## src/rtl/punc_control.sv

```systemverilog
// punc_control -- multi-cycle control unit for the PUNC datapath.
//
// States:
//   state  | meaning
//   FETCH  | drive PC onto memory address, load IR
//   DECODE | increment PC
//   EXEC   | execute the opcode in IR (first memory access for LDI/STI)
//   EXEC2  | second memory access of LDI/STI via the store register
//   HALT   | TRAP seen; everything idle until rst
//
// Ports:
//   clk, rst                  clock, synchronous active-high reset
//   ir, n, z, p               instruction register and condition flags
//   pc_* / ir_ld              PC clear/increment/load and selects, IR load
//   addr_mem_sel, w_en_mem    memory address mux, memory write
//   w_en_rf, w_rf_sel         RF write enable and write-data mux
//   r_addr_0_rf, r_addr_1_rf,
//   w_addr_rf                 RF port addresses
//   store_ld                  store-register load (indirect address)
//   sext_data, a_sel, b_sel,
//   alu_sel                   ALU operand selects, immediate and op
//   nzp_sel, n_ld, z_ld, p_ld flag source and flag loads
//   halted                    high while in HALT
//
// Only the state is registered; every output decodes from state, ir and
// the flags, so an output changes in the same cycle the state does.
module punc_control (
  input  logic        clk,
  input  logic        rst,
  input  logic [15:0] ir,
  input  logic        n,
  input  logic        z,
  input  logic        p,
  output logic        pc_ld,
  output logic        pc_clr,
  output logic        pc_inc,
  output logic        ir_ld,
  output logic        pc_data_sel,
  output logic        pc_add_sel,
  output logic [1:0]  addr_mem_sel,
  output logic        w_en_mem,
  output logic        w_en_rf,
  output logic        store_ld,
  output logic [1:0]  w_rf_sel,
  output logic [2:0]  r_addr_0_rf,
  output logic [2:0]  r_addr_1_rf,
  output logic [2:0]  w_addr_rf,
  output logic [15:0] sext_data,
  output logic        a_sel,
  output logic        b_sel,
  output logic [1:0]  alu_sel,
  output logic        nzp_sel,
  output logic        n_ld,
  output logic        z_ld,
  output logic        p_ld,
  output logic        halted
);

  typedef enum logic [2:0] {S_FETCH, S_DECODE, S_EXEC, S_EXEC2, S_HALT} state_t;

  localparam logic [3:0] OP_BR  = 4'b0000;
  localparam logic [3:0] OP_ADD = 4'b0001;
  localparam logic [3:0] OP_LD  = 4'b0010;
  localparam logic [3:0] OP_ST  = 4'b0011;
  localparam logic [3:0] OP_JSR = 4'b0100;
  localparam logic [3:0] OP_AND = 4'b0101;
  localparam logic [3:0] OP_LDR = 4'b0110;
  localparam logic [3:0] OP_STR = 4'b0111;
  localparam logic [3:0] OP_NOT = 4'b1001;
  localparam logic [3:0] OP_LDI = 4'b1010;
  localparam logic [3:0] OP_STI = 4'b1011;
  localparam logic [3:0] OP_JMP = 4'b1100;
  localparam logic [3:0] OP_LEA = 4'b1110;
  localparam logic [3:0] OP_TRP = 4'b1111;

  state_t      state;
  logic [3:0]  opcode;
  logic [15:0] sext5, sext6, sext9;
  logic        br_taken;
  logic        pc_rel, base_rel, flag_ld;

  assign opcode   = ir[15:12];
  assign sext5    = {{11{ir[4]}}, ir[4:0]};
  assign sext6    = {{10{ir[5]}}, ir[5:0]};
  assign sext9    = {{7{ir[8]}},  ir[8:0]};
  assign br_taken = (ir[11] & n) | (ir[10] & z) | (ir[9] & p);

  always_ff @(posedge clk) begin
    if (rst) begin
      state <= S_FETCH;
    end else begin
      case (state)
        S_FETCH:  state <= S_DECODE;
        S_DECODE: state <= S_EXEC;
        S_EXEC: begin
          if (opcode == OP_LDI || opcode == OP_STI) state <= S_EXEC2;
          else if (opcode == OP_TRP)                state <= S_HALT;
          else                                      state <= S_FETCH;
        end
        S_EXEC2:  state <= S_FETCH;
        S_HALT:   state <= S_HALT;
        default:  state <= S_FETCH;
      endcase
    end
  end

  always_comb begin
    pc_ld = 1'b0; pc_clr = 1'b0; pc_inc = 1'b0; ir_ld = 1'b0;
    pc_data_sel = 1'b0; pc_add_sel = 1'b0; addr_mem_sel = 2'b00;
    w_en_mem = 1'b0; w_en_rf = 1'b0; store_ld = 1'b0; w_rf_sel = 2'b00;
    r_addr_0_rf = 3'd0; r_addr_1_rf = 3'd0; w_addr_rf = 3'd0;
    sext_data = 16'h0000; a_sel = 1'b0; b_sel = 1'b0; alu_sel = 2'b00;
    nzp_sel = 1'b0; halted = 1'b0;
    pc_rel = 1'b0; base_rel = 1'b0; flag_ld = 1'b0;

    if (rst) begin
      pc_clr = 1'b1;
    end else begin
      case (state)
        S_FETCH: ir_ld = 1'b1;
        S_DECODE: pc_inc = 1'b1;
        S_EXEC: begin
          case (opcode)
            OP_ADD, OP_AND: begin
              alu_sel     = (opcode == OP_AND) ? 2'b01 : 2'b00;
              a_sel       = 1'b1;
              r_addr_0_rf = ir[8:6];
              if (ir[5]) begin
                b_sel     = 1'b1;
                sext_data = sext5;
              end else begin
                r_addr_1_rf = ir[2:0];
              end
              w_addr_rf = ir[11:9];
              w_rf_sel  = 2'b10;
              w_en_rf   = 1'b1;
              flag_ld   = 1'b1;
            end
            OP_NOT: begin
              alu_sel     = 2'b11;
              a_sel       = 1'b1;
              r_addr_0_rf = ir[8:6];
              w_addr_rf   = ir[11:9];
              w_rf_sel    = 2'b10;
              w_en_rf     = 1'b1;
              flag_ld     = 1'b1;
            end
            OP_LD, OP_LDR: begin
              pc_rel       = (opcode == OP_LD);
              base_rel     = (opcode == OP_LDR);
              addr_mem_sel = 2'b01;
              w_rf_sel     = 2'b01;
              w_addr_rf    = ir[11:9];
              w_en_rf      = 1'b1;
              flag_ld      = 1'b1;
              nzp_sel      = 1'b1;
            end
            OP_ST, OP_STR: begin
              pc_rel       = (opcode == OP_ST);
              base_rel     = (opcode == OP_STR);
              addr_mem_sel = 2'b01;
              r_addr_1_rf  = ir[11:9];
              w_en_mem     = 1'b1;
            end
            OP_LDI, OP_STI: begin
              // Pointer fetched here lands in the store register for EXEC2.
              pc_rel       = 1'b1;
              addr_mem_sel = 2'b01;
              store_ld     = 1'b1;
            end
            OP_LEA: begin
              pc_rel    = 1'b1;
              w_addr_rf = ir[11:9];
              w_rf_sel  = 2'b10;
              w_en_rf   = 1'b1;
            end
            OP_BR: begin
              if (br_taken) begin
                pc_ld      = 1'b1;
                pc_add_sel = 1'b1;
              end
            end
            OP_JSR: begin
              // R7 takes the pre-jump PC on the same edge the PC reloads.
              w_addr_rf = 3'd7;
              w_rf_sel  = 2'b00;
              w_en_rf   = 1'b1;
              pc_ld     = 1'b1;
              if (!ir[11]) begin
                pc_data_sel = 1'b1;
                alu_sel     = 2'b10;
                a_sel       = 1'b1;
                r_addr_0_rf = ir[8:6];
              end
            end
            OP_JMP: begin
              pc_ld       = 1'b1;
              pc_data_sel = 1'b1;
              alu_sel     = 2'b10;
              a_sel       = 1'b1;
              r_addr_0_rf = ir[8:6];
            end
            default: ;
          endcase
        end
        S_EXEC2: begin
          addr_mem_sel = 2'b10;
          if (opcode == OP_LDI) begin
            w_rf_sel  = 2'b01;
            w_addr_rf = ir[11:9];
            w_en_rf   = 1'b1;
            flag_ld   = 1'b1;
            nzp_sel   = 1'b1;
          end else begin
            r_addr_1_rf = ir[11:9];
            w_en_mem    = 1'b1;
          end
        end
        S_HALT: halted = 1'b1;
        default: ;
      endcase

      if (pc_rel) begin
        a_sel     = 1'b0;
        b_sel     = 1'b1;
        sext_data = sext9;
      end
      if (base_rel) begin
        a_sel       = 1'b1;
        r_addr_0_rf = ir[8:6];
        b_sel       = 1'b1;
        sext_data   = sext6;
      end
    end
  end

  assign n_ld = flag_ld;
  assign z_ld = flag_ld;
  assign p_ld = flag_ld;

endmodule

```

## config.mk

```make
export PLATFORM = sky130hd
export DESIGN_NAME = punc_control
export DESIGN_NICKNAME = d
export VERILOG_FILES = /design/src/rtl/punc_control.sv
export SDC_FILE = /design/constraint.sdc
export NUM_CORES = 1
export LEC_CHECK = 0
export BUFFER_PORTS_ARGS = -buffer_cell sky130_fd_sc_hd__buf_2
export CAP_MARGIN = 30
export CORE_MARGIN = 5
export CORE_UTILIZATION = 41
export DETAILED_ROUTE_END_ITERATION = 7
export GPL_ROUTABILITY_DRIVEN = 0
export PLACE_DENSITY_LB_ADDON = 0.12
export SYNTH_ARGS = -nofsm -noshare
export SYNTH_HDL_FRONTEND = slang
export SYNTH_SLANG_ARGS = --single-unit
```

## constraint.sdc

```tcl
create_clock -name clk -period 5.2 [get_ports clk]
set_input_delay 1.04 -clock clk [delete_from_list [all_inputs] [get_ports clk]]
set_output_delay 1.04 -clock clk [all_outputs]
set_load 0.02 [all_outputs]
```

Yosys cells after proc, flatten, opt, wreduce, memory -nomap -nowiden
Index checks and enable logic that the tools add are counted.

Bitwise logic cells: 5. Equal/unequal tests: 17. Multiplexer cells: 87. Reduce and logical (&&, ||, !) cells: 15.

Operators with widths (number): 16-bit 2-to-1 mux (6); 1-bit 2-to-1 mux (46); 3-bit 2-to-1 mux (11); 3-bit one-hot mux with 2 select lines (5); 4-bit equality test (second input constant) (6); 4-bit by 3-bit equality test with 1-bit output (second input constant) (4); 1-bit one-hot mux with 2 select lines (8); 2-bit one-hot mux with 2 select lines (3); 3-bit one-hot mux with 4 select lines (1); 6-bit OR reduction (2); 2-bit 2-to-1 mux (5); 2-bit OR reduction (5); 4-bit by 2-bit equality test with 1-bit output (second input constant) (2); 2-bit one-hot mux with 4 select lines (1); 4-bit OR reduction (2); 7-bit OR reduction (1); 3-bit by 2-bit equality test with 1-bit output (second input constant) (2); 5-bit OR reduction (1); 4-bit by 1-bit equality test with 1-bit output (second input constant) (1); 4-bit zero test (1); 1-bit AND (3); 3-bit by 1-bit equality test with 1-bit output (second input constant) (1); 3-bit equality test (second input constant) (1); 3-bit zero test (1); other kinds (4) (5).

Output and inout bits: 47. Input bits: 21. Register bits after elaboration: 3. Logic and storage cells: 125.

Depth between registers and ports, before layout
Gate-level depths: netlist of the first run.

Depth in word-level cells: 8. Gate-level depth with buffers: 7. Gate-level depth less buffers: 4.

Worst setup path after synthesis of the first run
OpenSTA, ideal clock, no wires.

Path type: input-to-output. Start point: input ir[14]. End point: output sext_data[10]. Required time: 4.160 ns. Path buffers: 2. Arrival time: 2.571 ns. Path slack: 1.589 ns. Stages: 5. Cells stage by stage: clkbuf_1 > o21ai_1 > a31o_2 > a21oi_1 > buf_4.

Cells in the longest elaborated chain, start to end: 8. Elaborated cells between the ends (all ways): 24. Classes of those cells: 9 x eq/ne; 11 x mux; 4 x reduce/logical.

RTL lines: from (decl) (line 30) `input logic [15:0] ir,`; 4-bit equality test, or another cell as far along (line 123) `case (opcode)`; 3-bit OR reduction (no source line), or another cell as far along; 1-bit one-hot mux with 3 select lines (line 123); 1-bit 2-to-1 mux (line 119) `case (state)`; 1-bit 2-to-1 mux (line 116) `if (rst) begin`; 16-bit 2-to-1 mux (line 223) `if (pc_rel) begin`; 16-bit 2-to-1 mux * (line 228) `if (base_rel) begin`; 16-bit 2-to-1 mux * (line 116); to (decl) (line 48) `output logic [15:0] sext_data,`.

Mark *: on every way between the ends. The rest lies on a longest branch, timed or not. The select of a mux whose other input is x is not followed.

Final worst setup path of the first run
Start point: input ir[15]. End point: output w_addr_rf[1].

Cells in the longest elaborated chain, start to end: 5. Elaborated cells between the ends (all ways): 13. Classes of those cells: 8 x eq/ne; 4 x mux; 1 x reduce/logical.

RTL lines: 4-bit by 3-bit equality test with 1-bit output, or another cell as far along (line 123); 6-bit OR reduction (no source line); 3-bit one-hot mux with 2 select lines (line 123); 3-bit one-hot mux with 2 select lines * (line 119); 3-bit 2-to-1 mux * (line 116); to (decl) (line 47) `output logic [2:0] w_addr_rf,`.

Mark *: on every way between the ends. The rest lies on a longest branch, timed or not.

==> results of run 1 <==
## worst paths after layout
check	start	to	slack, ns	depth (start not counted)
max	ir[15]	w_addr_rf[1]	1.72	6
max reg2reg	state[1]$_SDFF_PP0_	state[2]$_SDFF_PP0_	3.82	3
min reg2reg	state[1]$_SDFF_PP0_	state[1]$_SDFF_PP0_	0.68	2
min	state[1]$_SDFF_PP0_	state[1]$_SDFF_PP0_	0.68	2
## layout by cell type, fill, tap and decap left out, types with 2 or more instances in the layout
cell and instances:
nand4_1 4, a22o_1 3, a21oi_1 11, nand2_1 4
nand3_1 2, nor3b_2 2, nor2_1 13, dfxtp_1 3
nand2b_1 3, nor3_1 3, buf_2 67, o21bai_1 2
xor2_1 2, clkbuf_4 3, and3_1 5, o21ai_1 2
and2_1 9, nor2b_1 3, nor4b_1 2, inv_1 2
## routing by layer
metal | routed length, um | global-route usage [%] | vias to the layer above
li1 | - | - | 515
met1 | 1039 | 19.64 | 485
met3 | 225 | 2.216 | 0
met5 | 0 | 0 | -
met2 | 1384 | 35.08 | 46
met4 | 0 | 2.553 | 0
## stage by stage
| stage | cell area, um2 | total power [W] |
|---|---|---|
| 3_5_place_dp | 1031 | 0.00008577 |
| 4_1_cts | 1057 | 0.0001282 |
| 2_1_floorplan | 788.3 | 0.00006984 |
| 3_3_place_gp | 1031 | 0.00008466 |
| 6_report | 1057 | 0.0001271 |
| 5_1_grt | 1057 | 0.0001359 |
## power groups by stage
stage | clock network, W | registers, W | logic [W]
global placement | 0 | 0.0000283 | 0.0000564
detailed placement | 0 | 0.0000282 | 0.0000576
global route | 0.0000442 | 0.0000282 | 0.0000635
CTS | 0.0000424 | 0.0000278 | 0.0000580
floorplan | 0 | 0.0000261 | 0.0000437
finish | 0.0000411 | 0.0000279 | 0.0000580
## cells by family (layout without fill, tap and decap cells)
family	count (synthesis)	after routing	share of synthesized area [%]
xor gates and xnor gates	2	2	2.223
and+or+nand+nor	60	60	48.73
muxes	1	1	1.270
AOI/OAI and AO/OA	27	27	23.02
DFF	3	3	7.619
buffers and inverters	22	74	17.14
## layout make-up
| cell class | instances | area [um2] |
|---|---|---|
| multi-input cells | 90 | 593.1 |
| repair buffers | 67 | 335.3 |
| well taps | 25 | 31.28 |
| inverters | 3 | 11.26 |
| flip-flops and latches | 3 | 60.06 |
| fillers | 193 | 725.7 |
| clock buffers | 4 | 26.28 |
## worst register-to-register path: cells and delay by family (launching register included)
| family | cells | cell delay (ns) |
|---|---|---|
| AO/OA/AOI/OAI | 1 | 0.25 |
| flip-flops | 1 | 0.41 |
| AND/OR/NAND/NOR | 2 | 0.66 |
==> impl_metrics.csv, run 1 <==
group,metric,value,unit
finish,utilization,59.30,%
yosys,yosysTopAreaCell,"buf_4",
yosys,ys_top_cells_by_area,"buf_4, dfxtp_1, and2_1",
yosys,synthesis.area,788.3,um2
worst_setup_path,cp_cell_sequence,"buf_2 -> or4b_4 -> nor4b_4 -> nor2_1 -> nor2_1 -> buf_2",
yosys,yosysWarnings,0,
sta,setup-tns-final,0,ns
sta,relSlewSlack,73.31,%
yosys,synth.most_common_cell,"nor2_1",
die,start_util,44.21,%
clock_network,cts-resized-gates,0,
die,die_h,53.85,um
sta,fin_ws,1.723,ns
job,maxCapViolations,0,
power_and_ir_drop,intPower,0.00007549,W
finish,top_register,"state",
drt,postRouteAntennaNets,0,
clock_network,cts_made_buffers,3,
sta,setup_viol,0,
yosys,synth_cells,115,
hold_path,min_path_type,"flop to flop",
yosys,synth_common_cells,"nor2_1, a21oi_1, buf_4",
outcome,status,"finished, final reports clean",
global_route,antenna_found_initial,0,
power_and_ir_drop,p_clk_share,32.4,%
sta,finalCriticalPeriod,3.477,ns
finish,reg_top3,"state: 3 flops",
place,post-place-ws,1.717,ns
global_route,grt_usage,17.59,%
finish,antennaDiodeCount,0,
place,place_inst,188,
yosys,synth_top_area_share,9.524,%
yosys,synth-seq-area-share,7.619,%
sta,slew_viol_final,0,
sta,rsz0062_at_grt,"false",
yosys,synth-edff-count,0,
drt,drt-initial-drc-count,22,
clock_network,cts_hold_buf,0,
die,die_w,53.85,um
sta,hold_viol_final,0,
power_and_ir_drop,power.switching,0.00005157,W
clock_network,insertion_delay,0.23,ns
sta,fmax,0.2876,GHz
clock_network,path_clk_slew,0.03,ns
place,portBuffers,67,
finish,area_delta_synth_final,34.13,%
die,ios,68,
worst_setup_path,worstPathArrival,2.44,ns
finish,finalNetCount,189,
power_and_ir_drop,p_sw_share,40.59,%
yosys,synthArstFlopShare,0,%
worst_setup_path,slowest_stage,"or4b_4",
worst_setup_path,worstPathMaxFanout,13,
global_route,overflow,0,
power_and_ir_drop,power.density,120.2,nW/um2
clock_network,clockBufferDepth,2,
yosys,synth_ff_type,"dfxtp_1",
drt,vias_per_cell,5.448,
sta,period_share,66.87,%
global_route,grt_pass1_vias,940,
sta,worst_pin_slew,0.4003,ns
global_route,grt_max_degree,25,
yosys,syn_avg_cell_area,6.854,um2
yosys,synth.distinct_cells,43,
finish,largest_reg_flops,3,
drt,totalWireLength,2650,um
worst_setup_path,worstSetupEndpointType,"output port",
die,core,1783,um2
finish,stdcell_count,192,
power_and_ir_drop,p_seq_share,22.0,%
clock_network,htree_levels,1,
global_route,grt_pass1_wl,3905,um
finish,drive_above_1_share,46.11,%
drt,drc,0,
clock_network,post_cts_buffers,0,
worst_setup_path,critical_path.max_stage_delay,0.58,ns
worst_setup_path,path_delay_family,"simple AND/OR/NAND/NOR gates",
power_and_ir_drop,power_frac_comb,45.7,%
worst_setup_path,crit_type,"input pin to output port",
drt,drt_pass1_iterations,4,
sta,fin_skew,0.005201,ns
place,hpwlAfterDp,2070,um
yosys,synth-seq-cells,3,
power_and_ir_drop,p_leak,0.6153,nW
worst_setup_path,worstSetupStartpointType,"input pin",
worst_setup_path,cp.required,4.16,ns
clock_network,clock-sinks,3,
yosys,synth_nets,136,
die,die_area,2899,um2
clock_network,tritoncts,"built",
sta,holdWs,0.6775,ns
drt,via_count,1046,
worst_setup_path,worst-path-buf-inv,2,
clock_network,cts-root-buf,"clkbuf_4",
die,std_cell_rows,15,
power_and_ir_drop,peakVddDrop,0.1077,mV
drt,wire_per_inst,13.80,um
Note: power is estimated with default switching activity, not from simulation.
==> run 2: changes to the inputs <==
- CORE_UTILIZATION: 41 -> 34
- clock period: 5.2 -> 2.9 ns (I/O delays scaled with it)
==> impl_metrics.csv, run 2 (synthesized netlist as in run 1, its figures left out) <==
group,metric,value,unit
outcome,status,"finished, final reports clean",
worst_setup_path,worstPathMaxFanout,8,
worst_setup_path,worstRegToRegCells,3,
place,hpwlAfterDp,2062,um
drt,drt-initial-drc-count,41,
power_and_ir_drop,peakVddDrop,0.1383,mV
drt,postRouteAntennaNets,0,
die,die_h,58.15,um
sta,holdWs,0.6829,ns
finish,multiInputGateArea,593.1,um2
worst_setup_path,endpoint,"sext_data[9]",
finish,largest_reg_flops,3,
sta,relSlewSlack,72.90,%
sta,period_share,89.70,%
finish,top_register,"state",
sta,fin_skew,0.007747,ns
clock_network,cts-root-buf,"clkbuf_4",
drt,drt_pass1_iterations,4,
worst_setup_path,worstPathArrival,2.02,ns
power_and_ir_drop,p_leak,0.6153,nW
drt,wl_met1,1188,um
worst_setup_path,r2r_slack,1.57,ns
finish,layout_common_cells,"buf_2, nor2_1, a21oi_1",
worst_setup_path,rr_startpoint,"state[1]$_SDFF_PP0_",
finish,reg_top3,"state: 3 flops",
clock_network,path_clk_slew,0.04,ns
worst_setup_path,path_delay_family,"simple AND/OR/NAND/NOR gates",
finish,layout_commonest_cell,"buf_2",
worst_setup_path,cp_cell_sequence,"nor3b_2 -> and2b_1 -> o21ai_1 -> a21oi_1 -> buf_2",
global_route,overflow,0,
finish,antennaDiodeCount,0,
hold_path,min_path_cells,2,
drt,wl_met2,1106,um
place,portBuffers,67,
drt,via_count,1029,
finish,drive_above_1_share,46.11,%
worst_setup_path,critical_path.max_stage_delay,0.41,ns
clock_network,cts-resized-gates,0,
global_route,grt_usage,15.22,%
drt,drc,0,
drt,top_layer,"met4",
sta,fmax,0.3844,GHz
global_route,grt_max_degree,25,
die,ios,68,
clock_network,htree_levels,1,
die,start_util,35.63,%
sta,rsz0062_at_grt,"false",
sta,finalCriticalPeriod,2.601,ns
worst_setup_path,r2r_end,"state[2]$_SDFF_PP0_",
clock_network,insertion_delay,0.24,ns
drt,totalWireLength,2581,um
clock_network,tritoncts,"built",
global_route,grt_pass1_wl,4153,um
die,die_w,58.15,um
global_route,antenna_found_initial,0,
die,die_area,3381,um2
worst_setup_path,worst-path-buf-inv,1,
sta,hold_viol_final,0,
worst_setup_path,crit_type,"flop to output port",
clock_network,cts_hold_buf,0,
job,maxCapViolations,0,
clock_network,clockBufferDepth,2,
finish,fillers,238,
finish,seqCellArea,60.06,um2
worst_setup_path,cp.required,2.32,ns
worst_setup_path,worstSetupStartpointType,"flop",
worst_setup_path,slowest_stage,"dfxtp_1",
global_route,grt_pass1_vias,945,
finish,finalNetCount,189,
sta,setup-tns-final,0,ns
sta,slew_viol_final,0,
power_and_ir_drop,power.density,214.6,nW/um2
hold_path,min_path_type,"flop to flop",
sta,setup_viol,0,
finish,area_delta_synth_final,34.60,%
clock_network,post_cts_buffers,0,
die,std_cell_rows,17,
worst_setup_path,cp.depth,5,
worst_setup_path,cp-startpoint,"state[1]$_SDFF_PP0_",
clock_network,clock-sinks,3,
hold_path,min-delay-start,"state[1]$_SDFF_PP0_",
drt,vias_per_cell,5.277,
drt,met3WireLength,273,um
clock_network,cts_made_buffers,3,
worst_setup_path,worstSetupEndpointType,"output port",
drt,wire_per_inst,13.24,um
sta,worst_pin_slew,0.4065,ns
die,core,2212,um2
[run 2: cell counts in the layout (fill, tap and decap cells not counted)]
No cell type changed its count.
[run 2: layout make-up]
class                   instances  area share, %
inverters                       3          1.061
flip-flops and latches          3          5.660
well taps                      28          3.302
multi-input cells              90          55.90
clock buffers                   4          2.476
repair buffers                 67          31.60
[run 2: worst min path at each step]
stage / endpoint / slack, ns
2_1_floorplan: state[0]$_SDFF_PP0_ / 0.71
3_3_place_gp: state[0]$_SDFF_PP0_ / 0.66
3_5_place_dp: state[0]$_SDFF_PP0_ / 0.66
4_1_cts: state[0]$_SDFF_PP0_ / 0.67
5_1_grt: state[0]$_SDFF_PP0_ / 0.72
6_report: state[0]$_SDFF_PP0_ / 0.68
[run 2: report_power, final]
group	switching (W)	total, W	internal [W]
registers	0.00000587	0.0000502	0.0000443
logic	0.0000639	0.000103	0.0000394
clock network	0.0000226	0.0000742	0.0000516
total	0.0000924	0.000228	0.000135
[run 2: tightest hold or removal path, stage by stage (launching register included)]
cell and delay (ns):
dfxtp_1 0.41, nor4_1 0.08, nand2b_1 0.13
[run 2: metrics by stage]
step	power (W)	setup WS [ns]	area [um2]	std cells	utilization [%]
5_1_grt	0.0002471	0.04608	1061	195	47.96
3_5_place_dp	0.0001538	0.3432	1035	191	46.78
6_report	0.0002277	0.2988	1061	195	47.96
4_1_cts	0.0002311	0.2817	1061	195	47.96
3_3_place_gp	0.0001526	0.3528	1035	191	46.78
2_1_floorplan	0.0001252	0.2094	788.3	115	-
[run 2: layer usage]
metal  global-route usage (%)  vias to the layer above
li1                         -                      514
met1                    18.82                      456
met4                    4.967                        0
met5                        0                        -
met2                    25.65                       57
met3                    3.786                        2
==> run 3: changes to the inputs <==
- BUFFER_PORTS_ARGS: -buffer_cell sky130_fd_sc_hd__buf_2 -> -buffer_cell sky130_fd_sc_hd__buf_4
==> impl_metrics.csv, run 3 (synthesized netlist as in run 1, its figures left out) <==
group,metric,value,unit
drt,totalWireLength,2620,um
finish,utilization,55.71,%
worst_setup_path,r2r_end,"state[2]$_SDFF_PP0_",
worst_setup_path,critical_path.max_stage_delay,0.41,ns
worst_setup_path,worstPathMaxFanout,8,
drt,drt_pass1_iterations,4,
global_route,grt_pass1_vias,925,
drt,vias_per_cell,5.221,
clock_network,cts_hold_buf,0,
die,die_h,58.15,um
clock_network,cts-root-buf,"clkbuf_4",
sta,slew_viol_final,0,
power_and_ir_drop,power_frac_comb,48.8,%
die,ios,68,
finish,layout_common_cells,"buf_4, nor2_1, a21oi_1",
finish,layout_commonest_cell,"buf_4",
clock_network,cts_made_buffers,3,
finish,reg_top3,"state: 3 flops",
hold_path,min-delay-start,"state[1]$_SDFF_PP0_",
power_and_ir_drop,intPower,0.0001495,W
sta,period_share,87.31,%
power_and_ir_drop,p_sw_share,38.44,%
worst_setup_path,worstRegToRegCells,3,
worst_setup_path,slowest_stage,"dfxtp_1",
finish,finalNetCount,189,
power_and_ir_drop,p_total,0.0002428,W
finish,area_delta_synth_final,56.35,%
global_route,grt_max_degree,25,
drt,wire_per_inst,13.44,um
finish,stdcell_count,195,
drt,drc,0,
sta,hold_viol_final,0,
finish,largest_reg_flops,3,
worst_setup_path,crit_type,"flop to output port",
place,portBuffers,67,
die,die_area,3381,um2
sta,rsz0062_at_grt,"false",
worst_setup_path,worstSetupEndpointType,"output port",
sta,worst_pin_slew,0.3742,ns
place,hpwlAfterDp,2053,um
power_and_ir_drop,peakVddDrop,0.2995,mV
global_route,overflow,0,
die,std_cell_rows,17,
worst_setup_path,r2r_slack,1.55,ns
place,place_inst,191,
sta,finalCriticalPeriod,2.532,ns
job,maxCapViolations,0,
sta,holdWs,0.6919,ns
worst_setup_path,worstPathArrival,1.95,ns
die,core,2212,um2
sta,relSlewSlack,74.70,%
drt,postRouteAntennaNets,0,
global_route,grt_usage,14.90,%
clock_network,insertion_delay,0.23,ns
sta,setup-tns-final,0,ns
clock_network,post_cts_buffers,0,
finish,antennaDiodeCount,0,
worst_setup_path,cp.required,2.32,ns
finish,top_register,"state",
clock_network,clockBufferDepth,2,
clock_network,path_clk_slew,0.04,ns
sta,setup_viol,0,
global_route,antenna_found_initial,0,
power_and_ir_drop,p_seq_share,20.6,%
worst_setup_path,worstSetupStartpointType,"flop",
clock_network,cts-resized-gates,0,
drt,via_count,1018,
finish,drive_above_1_share,46.71,%
clock_network,tritoncts,"built",
global_route,grt_pass1_wl,4057,um
die,die_w,58.15,um
die,start_util,35.63,%
power_and_ir_drop,power.density,197.0,nW/um2
drt,drt-initial-drc-count,22,
hold_path,min_path_cells,2,
power_and_ir_drop,p_clk_share,30.6,%
clock_network,clock-sinks,3,
hold_path,min_path_type,"flop to flop",
sta,fin_skew,0.0004419,ns
hold_path,worstHoldEndpoint,"state[0]$_SDFF_PP0_",
outcome,status,"finished, final reports clean",
power_and_ir_drop,p_leak,0.6287,nW
power_and_ir_drop,power.switching,0.00009333,W
worst_setup_path,cp_cell_sequence,"nor3b_2 -> and2b_1 -> o21ai_1 -> a21oi_2 -> buf_4",
clock_network,htree_levels,1,
worst_setup_path,rr_startpoint,"state[1]$_SDFF_PP0_",
sta,fmax,0.3950,GHz
==> run 3: critical path: cells and delay by family, from the launching register on <==
kind,cells,cell delay (ns)
DFF,1,0.41
and+or+nand+nor,2,0.63
buffers and inverters,1,0.21
AOI/OAI and AO/OA,2,0.46
==> run 3: how the worst max path moves through the flow <==
stage | startpoint | endpoint | slack [ns] | cells past startpoint
finish | state[1]$_SDFF_PP0_ | sext_data[14] | 0.37 | 5
global placement | ir[15] | r_addr_1_rf[2] | 0.40 | 5
CTS | state[1]$_SDFF_PP0_ | sext_data[14] | 0.20 | 5
floorplan | ir[14] | sext_data[10] | 0.21 | 5
detailed placement | ir[13] | sext_data[14] | 0.39 | 5
global route | state[1]$_SDFF_PP0_ | sext_data[14] | 0.17 | 5
==> run 3: layout make-up <==
cell class                      instances  area, um2
Sequential cell                         3      60.06
Clock buffer                            4      26.28
Tap cell                               28      35.03
Fill cell                             218      979.7
Inverter                                3      11.26
Multi-Input combinational cell         90      596.8
Timing Repair Buffer                   67      503.0
==> run 3: power groups by stage <==
stage	Clock, W	Combinational, W	Sequential (W)
6_report	0.0000742	0.000118	0.0000501
5_1_grt	0.0000888	0.000128	0.0000507
4_1_cts	0.0000780	0.000119	0.0000500
3_5_place_dp	0	0.000118	0.0000507
3_3_place_gp	0	0.000117	0.0000505
2_1_floorplan	0	0.0000783	0.0000469
==> run 3: metrics by stage <==
step	worst slack (ns)	instance area, um2
after floorplan	0.2094	788.3
after global placement	0.4042	1202
after detailed placement	0.3852	1202
after CTS	0.1956	1229
after global routing	0.1653	1232
final	0.3681	1232
==> run 3: routing by layer <==
metal / vias to the layer above / global-route usage (%) / routed length (um)
met5: - / 0 / 0
met4: 0 / 2.980 / 6
met3: 2 / 4.454 / 326
met2: 60 / 23.71 / 1176
met1: 445 / 19.84 / 1111
li1: 511 / - / -
